$ cat src/rtl/dmem_arbiter.sv
// dmem_arbiter
// Shares one single-port, word-wide data memory between two requesters
// (port 0 = core load/store unit, port 1 = debug/program loader) and adds
// RISC-V sub-word access on top of it. Byte/halfword loads are extracted from
// the addressed lane and sign- or zero-extended. Byte/halfword stores are done
// as read-modify-write because the memory only writes whole words.
//
// Ports
//   clk, rst          clock (rising edge) and asynchronous active-high reset
//   req_valid/ready   per-port request handshake; ready only in IDLE, only for
//                     the granted port
//   req_addr          per-port byte address
//   req_we            per-port 1 = store, 0 = load
//   req_funct3        per-port RISC-V funct3 (B/H/W/BU/HU)
//   req_wdata         per-port right-aligned store data
//   rsp_valid         per-port one-cycle completion pulse
//   rsp_rdata         load result (0 for stores and errors)
//   rsp_error         misaligned, out-of-range or illegal funct3
//   mem_*             address / write enable / write data to the memory and
//                     its combinational read data back
module dmem_arbiter #(
  parameter int MEM_WORDS = 256
) (
  input  logic             clk,
  input  logic             rst,
  input  logic [1:0]       req_valid,
  output logic [1:0]       req_ready,
  input  logic [1:0][31:0] req_addr,
  input  logic [1:0]       req_we,
  input  logic [1:0][2:0]  req_funct3,
  input  logic [1:0][31:0] req_wdata,
  output logic [1:0]       rsp_valid,
  output logic [31:0]      rsp_rdata,
  output logic             rsp_error,
  output logic [31:0]      mem_byte_address,
  output logic             mem_write_enable,
  output logic [31:0]      mem_write_data,
  input  logic [31:0]      mem_read_data
);

  localparam logic [1:0] IDLE     = 2'd0;
  localparam logic [1:0] ACCESS   = 2'd1;
  localparam logic [1:0] MERGE_WR = 2'd2;
  localparam logic [1:0] RESP     = 2'd3;

  localparam logic [31:0] ADDR_LIMIT = 32'(4 * MEM_WORDS);

  logic [1:0]  state_q, state_d;
  logic        last_grant_q;
  logic        owner_q;
  logic [31:0] addr_q;
  logic        we_q;
  logic [2:0]  f3_q;
  logic [31:0] wdata_q;
  logic [31:0] merged_q;
  logic [31:0] rdata_q;
  logic        error_q;

  logic        grant;
  logic        handshake;
  logic [31:0] sel_addr;
  logic        sel_we;
  logic [2:0]  sel_f3;
  logic        req_err;
  logic        f3_legal;
  logic        misaligned;
  logic [4:0]  shamt;
  logic [31:0] lane;
  logic [31:0] load_val;
  logic [31:0] lane_mask;
  logic [31:0] merged;

  // Round-robin arbitration: on a tie the port that did not win last time
  // gets the memory; otherwise whichever port is asking.
  always_comb begin
    grant = 1'b0;
    if (req_valid == 2'b11) grant = ~last_grant_q;
    else                    grant = req_valid[1];
  end

  // Ready is held low during reset so nothing can be accepted while the
  // state register is being cleared.
  always_comb begin
    req_ready = 2'b00;
    if (state_q == IDLE && !rst) begin
      if (grant) req_ready[1] = req_valid[1];
      else       req_ready[0] = req_valid[0];
    end
  end

  assign handshake = |req_ready;
  assign sel_addr  = req_addr[grant];
  assign sel_we    = req_we[grant];
  assign sel_f3    = req_funct3[grant];

  // Acceptance-time checks; a failing request never touches the memory.
  always_comb begin
    f3_legal = 1'b0;
    case (sel_f3)
      3'b000, 3'b001, 3'b010: f3_legal = 1'b1;
      3'b100, 3'b101:         f3_legal = ~sel_we;
      default:                f3_legal = 1'b0;
    endcase
    misaligned = ((sel_f3[1:0] == 2'b01) && sel_addr[0]) ||
                 ((sel_f3[1:0] == 2'b10) && (sel_addr[1:0] != 2'b00));
    req_err = !f3_legal || misaligned || (sel_addr >= ADDR_LIMIT);
  end

  // Lane extraction for loads and lane merge for sub-word stores, both
  // relative to the latched byte offset.
  assign shamt     = {addr_q[1:0], 3'b000};
  assign lane      = mem_read_data >> shamt;
  assign lane_mask = ((f3_q[1:0] == 2'b00) ? 32'h0000_00FF : 32'h0000_FFFF) << shamt;
  assign merged    = (mem_read_data & ~lane_mask) | ((wdata_q << shamt) & lane_mask);

  always_comb begin
    load_val = 32'h0;
    case (f3_q)
      3'b000:  load_val = {{24{lane[7]}}, lane[7:0]};
      3'b001:  load_val = {{16{lane[15]}}, lane[15:0]};
      3'b010:  load_val = mem_read_data;
      3'b100:  load_val = {24'h0, lane[7:0]};
      3'b101:  load_val = {16'h0, lane[15:0]};
      default: load_val = 32'h0;
    endcase
  end

  // Next-state logic for the transaction sequencer.
  always_comb begin
    state_d = state_q;
    case (state_q)
      IDLE:     if (handshake) state_d = req_err ? RESP : ACCESS;
      ACCESS:   state_d = (we_q && f3_q != 3'b010) ? MERGE_WR : RESP;
      MERGE_WR: state_d = RESP;
      RESP:     state_d = IDLE;
      default:  state_d = IDLE;
    endcase
  end

  always_ff @(posedge clk or posedge rst) begin
    if (rst) begin
      state_q      <= IDLE;
      last_grant_q <= 1'b1;
      owner_q      <= 1'b0;
      addr_q       <= 32'h0;
      we_q         <= 1'b0;
      f3_q         <= 3'b000;
      wdata_q      <= 32'h0;
      merged_q     <= 32'h0;
      rdata_q      <= 32'h0;
      error_q      <= 1'b0;
    end else begin
      state_q <= state_d;
      case (state_q)
        IDLE: begin
          if (handshake) begin
            last_grant_q <= grant;
            owner_q      <= grant;
            addr_q       <= sel_addr;
            we_q         <= sel_we;
            f3_q         <= sel_f3;
            wdata_q      <= req_wdata[grant];
            error_q      <= req_err;
            rdata_q      <= 32'h0;
          end
        end
        ACCESS: begin
          if (!we_q)                  rdata_q  <= load_val;
          else if (f3_q != 3'b010)    merged_q <= merged;
        end
        default: ;
      endcase
    end
  end

  // Memory controls decode straight from the state register so an asserted
  // reset removes a pending write in the same cycle.
  always_comb begin
    mem_byte_address = addr_q;
    mem_write_enable = 1'b0;
    mem_write_data   = 32'h0;
    if (state_q == ACCESS && we_q && f3_q == 3'b010) begin
      mem_write_enable = 1'b1;
      mem_write_data   = wdata_q;
    end else if (state_q == MERGE_WR) begin
      mem_write_enable = 1'b1;
      mem_write_data   = merged_q;
    end
  end

  always_comb begin
    rsp_valid = 2'b00;
    rsp_rdata = 32'h0;
    rsp_error = 1'b0;
    if (state_q == RESP) begin
      rsp_valid[owner_q] = 1'b1;
      rsp_rdata          = rdata_q;
      rsp_error          = error_q;
    end
  end

endmodule

$ cat config.mk
export PLATFORM = sky130hd
export DESIGN_NAME = dmem_arbiter
export DESIGN_NICKNAME = d
export VERILOG_FILES = /design/src/rtl/dmem_arbiter.sv
export SDC_FILE = /design/constraint.sdc
export NUM_CORES = 1
export LEC_CHECK = 0
export ABC_AREA = 1
export CAP_MARGIN = 5
export CORE_MARGIN = 1
export CORE_UTILIZATION = 30
export CTS_BUF_LIST = sky130_fd_sc_hd__clkbuf_4
export DETAILED_ROUTE_END_ITERATION = 6
export GPL_ROUTABILITY_DRIVEN = 0
export PLACE_DENSITY = 0.55
export SKIP_CTS_REPAIR_TIMING = 1
export SYNTH_ARGS = -nofsm -noshare
export SYNTH_HDL_FRONTEND = slang
export SYNTH_SLANG_ARGS = --single-unit
$ cat constraint.sdc
create_clock -name clk -period 6.1 [get_ports clk]
set_clock_uncertainty 0.1 [all_clocks]
set_input_delay 1.22 -clock clk [delete_from_list [all_inputs] [get_ports clk]]
set_output_delay 1.22 -clock clk [all_outputs]
set_load 0.03 [all_outputs]
==> flow_summary.json <==
{
  "worst_slew_pin_slew_ns": 1.032,
  "die_x_um": 165.8,
  "met3WireLength_um": 2083,
  "initial_utilization": 0.3071,
  "synth-edff-count": 0,
  "clock_path_buffers": 2,
  "layout-drive-gt1-share": 0.05248,
  "syn_area_um2": 8048,
  "synth_most_common_cell": "nand2_1",
  "violations": "design-rule violations",
  "initialDrtViolationCount": 531,
  "area_growth_pct": 39.91,
  "grt_usage": 0.2242,
  "top_layer": "met4",
  "grt_pass1_wl_um": 47560,
  "max_cap_violations": 0,
  "grt_pass1_vias": 8207,
  "fillers": 2823,
  "coreArea_um2": 26210,
  "synth.avg_cell_area_um2": 7.097,
  "synth-main-ff-cell": "dfrtp_1",
  "whs_path_depth": 2,
  "drt-met1-wl_um": 13850,
  "yosysTopAreaCell": "dfrtp_1",
  "ys_ff_latch": 137,
  "cts_root_buffer": "clkbuf_4",
  "finalNetCount": 1536,
  "wl_per_cell_um": 17.97,
  "cts_made_buffers": 17,
  "pwr_density_cell_nw_per_um2": 482.3,
  "ios": 274,
  "worstPathBufferInverterCount": 3,
  "clock_latency_ns": 0.56,
  "rsz0062_at_grt": "no",
  "finalCritPeriodShare": 0.8193,
  "fp-row-count": 59,
  "cpMaxStageDelayCell": "clkdlybuf4s50_1",
  "port_buffers": 273,
  "fin_setup_tns_ns": 0,
  "synthArstFlopShare": 1.000,
  "vias": 8445,
  "vias_per_cell": 4.939,
  "hp-class": "register to register",
  "drt_wl_total_um": 30740,
  "min_period_ns": 4.998,
  "relSlewSlack": 0.3074,
  "final_util": 0.4296,
  "drtAntennaViolNets": 0,
  "worst-path-stages": 7,
  "met2_length_um": 13980,
  "crit_path_end_kind": "output port",
  "netlist-cell-type-count": 35,
  "die_h_um": 165.8,
  "yosysTopAreaCellShare": 0.4229,
  "final_hold_viol_count": 0,
  "critPathTopFamily": "buffers and inverters",
  "rr_worst_depth": 8,
  "hpwlAfterDp_um": 23010,
  "clock-sinks": 137,
  "setup-violations-final": 0,
  "grt.overflow.total": 0,
  "synth_common_cells": "281 x nand2_1, 147 x nor2_1, 136 x dfrtp_1",
  "timing.fmax_mhz": 200.1,
  "grt_max_degree": 138,
  "drtPass1Iterations": 7,
  "slew_viol_final": 0,
  "cp_slowest_stage_delay_ns": 0.73,
  "synth-seq-area-share": 0.4262,
  "fin_area_um2": 11260,
  "synth.area.top_cells": "dfrtp_1 42%, nand2_1 13%, nor2_1 6.9%",
  "drc": 13,
  "syn_nets": 1311,
  "leakagePower_nw": 5.199,
  "cts_tree": "done",
  "crit_required_ns": 4.78,
  "yosys_warnings": 0,
  "crit_type": "register to output port",
  "clkTransAtPathRegs_ns": 0.12,
  "cp.arrival_ns": 3.68,
  "antenna_found_initial": 3,
  "run_status": "finished, violations left",
  "die_area_um2": 27480,
  "ir_worst_vdd_v": 0.0001665,
  "netlist_instances": 1134,
  "crit_path_start_kind": "register",
  "path_max_fanout": 53,
  "place_area_um2": 10950,
  "cts_max_level": 4,
  "cp_cell_sequence": "nand2_1 -> inv_2 -> nand3_2 -> buf_4 -> nand3_1 -> o21ai_0 -> clkdlybuf4s50_1",
  "total_power_mw": 5.430
}
[layout by cell type, fill, tap and decap left out, types with 2 or more instances in the layout]
cell type          n
a21oi_1           44
a31oi_1           64
buf_12             2
buf_4              8
bufinv_16          2
clkbuf_4          18
clkdlybuf4s50_1  272
clkinv_4           4
clkinvlp_4         5
dfrtp_1          136
diode_2            3
ha_1               5
inv_1            106
inv_2              4
inv_6              2
inv_8              2
nand2_1          281
nand2_2            5
nand2_4            2
nand3_1           88
nand3_2            2
nand3b_1           3
nor2_1           147
nor2_2             2
nor2_4             2
nor3_1             4
o211ai_1           9
o21ai_0           73
o21ai_1           32
o221ai_1          12
o22a_1            15
o22ai_1            5
or2_2              7
[final cells by class]
cell class | count | area, um^2 | share of cell area
Clock buffer | 18 | 135.1 | 0.01200
Clock inverter | 14 | 165.2 | 0.01467
Inverter | 112 | 425.4 | 0.03778
Sequential cell | 137 | 3430 | 0.3046
Antenna cell | 3 | 7.507 | 0.0006667
Multi-Input combinational cell | 808 | 3850 | 0.3419
Timing Repair Buffer | 283 | 2828 | 0.2511
Tap cell | 335 | 419.2 | 0.03723
[cells by family (layout without fill, tap and decap cells)]
| group | after synthesis | in the layout | synth area share |
|---|---|---|---|
| AND/OR/NAND/NOR | 546 | 546 | 0.2816 |
| AO/OA/AOI/OAI | 257 | 257 | 0.1878 |
| buffers and inverters | 189 | 427 | 0.09670 |
| flip-flops | 137 | 137 | 0.4262 |
| adder cells (fa/ha/maj) | 5 | 5 | 0.007774 |
| other | 0 | 3 | 0 |
[metal layers]
layer,vias to the layer above,GRT usage
li1,4189,-
met1,3868,0.2966
met2,341,0.3574
met3,47,0.05172
met4,0,0.08249
met5,-,0
[sequential cells by signal, summed over array words and instances, names as in the netlist]
register	cells
merged_q	32
mem_byte_address	32
rdata_q	32
owner_q	1
we_q	1
state_q	2
last_grant_q	1
wdata_q	32
error_q	1
f3_q	3
[metrics by stage]
stage,setup slack [ns],hold WS [ns],instances
floorplan,0.9784,0.3492,1134
global placement,1.598,0.3647,1675
detailed placement,1.626,0.3682,1675
CTS,1.057,0.3998,1707
global route,0.7972,0.4168,1710
finish,1.102,0.3945,1710
[final timing paths]
kind                                            startpoint                      end  slack, ns
hold reg to reg                    rdata_q[13]$_DFFE_PP0P_  rdata_q[13]$_DFFE_PP0P_       0.39
setup reg to reg           mem_byte_address[0]$_DFFE_PP0P_  rdata_q[31]$_DFFE_PP0P_       3.16
hold / removal                     rdata_q[13]$_DFFE_PP0P_  rdata_q[13]$_DFFE_PP0P_       0.39
max in group asynchronous                              rst  merged_q[1]$_DFFE_PP0P_       4.16
min in group asynchronous                              rst  merged_q[3]$_DFFE_PP0P_       1.13
setup / recovery                       f3_q[1]$_DFFE_PP0P_        mem_write_data[7]       1.10
[report_power, final]
part,internal [mW],switching (mW),leakage [nW]
Combinational,1.15,1.98,3.43
Sequential,1.32,0.338,1.62
Clock,0.257,0.390,0.149
Total,2.73,2.70,5.20
[worst reg2reg max path, delay by kind of cell (launching register included)]
kind | cells | cell delay [ns]
flip-flops | 1 | 0.45
AO/OA/AOI/OAI | 2 | 0.57
AND/OR/NAND/NOR | 4 | 1.20
buffers and inverters | 2 | 0.51
No activity file was read; power rests on OpenSTA's default activity.
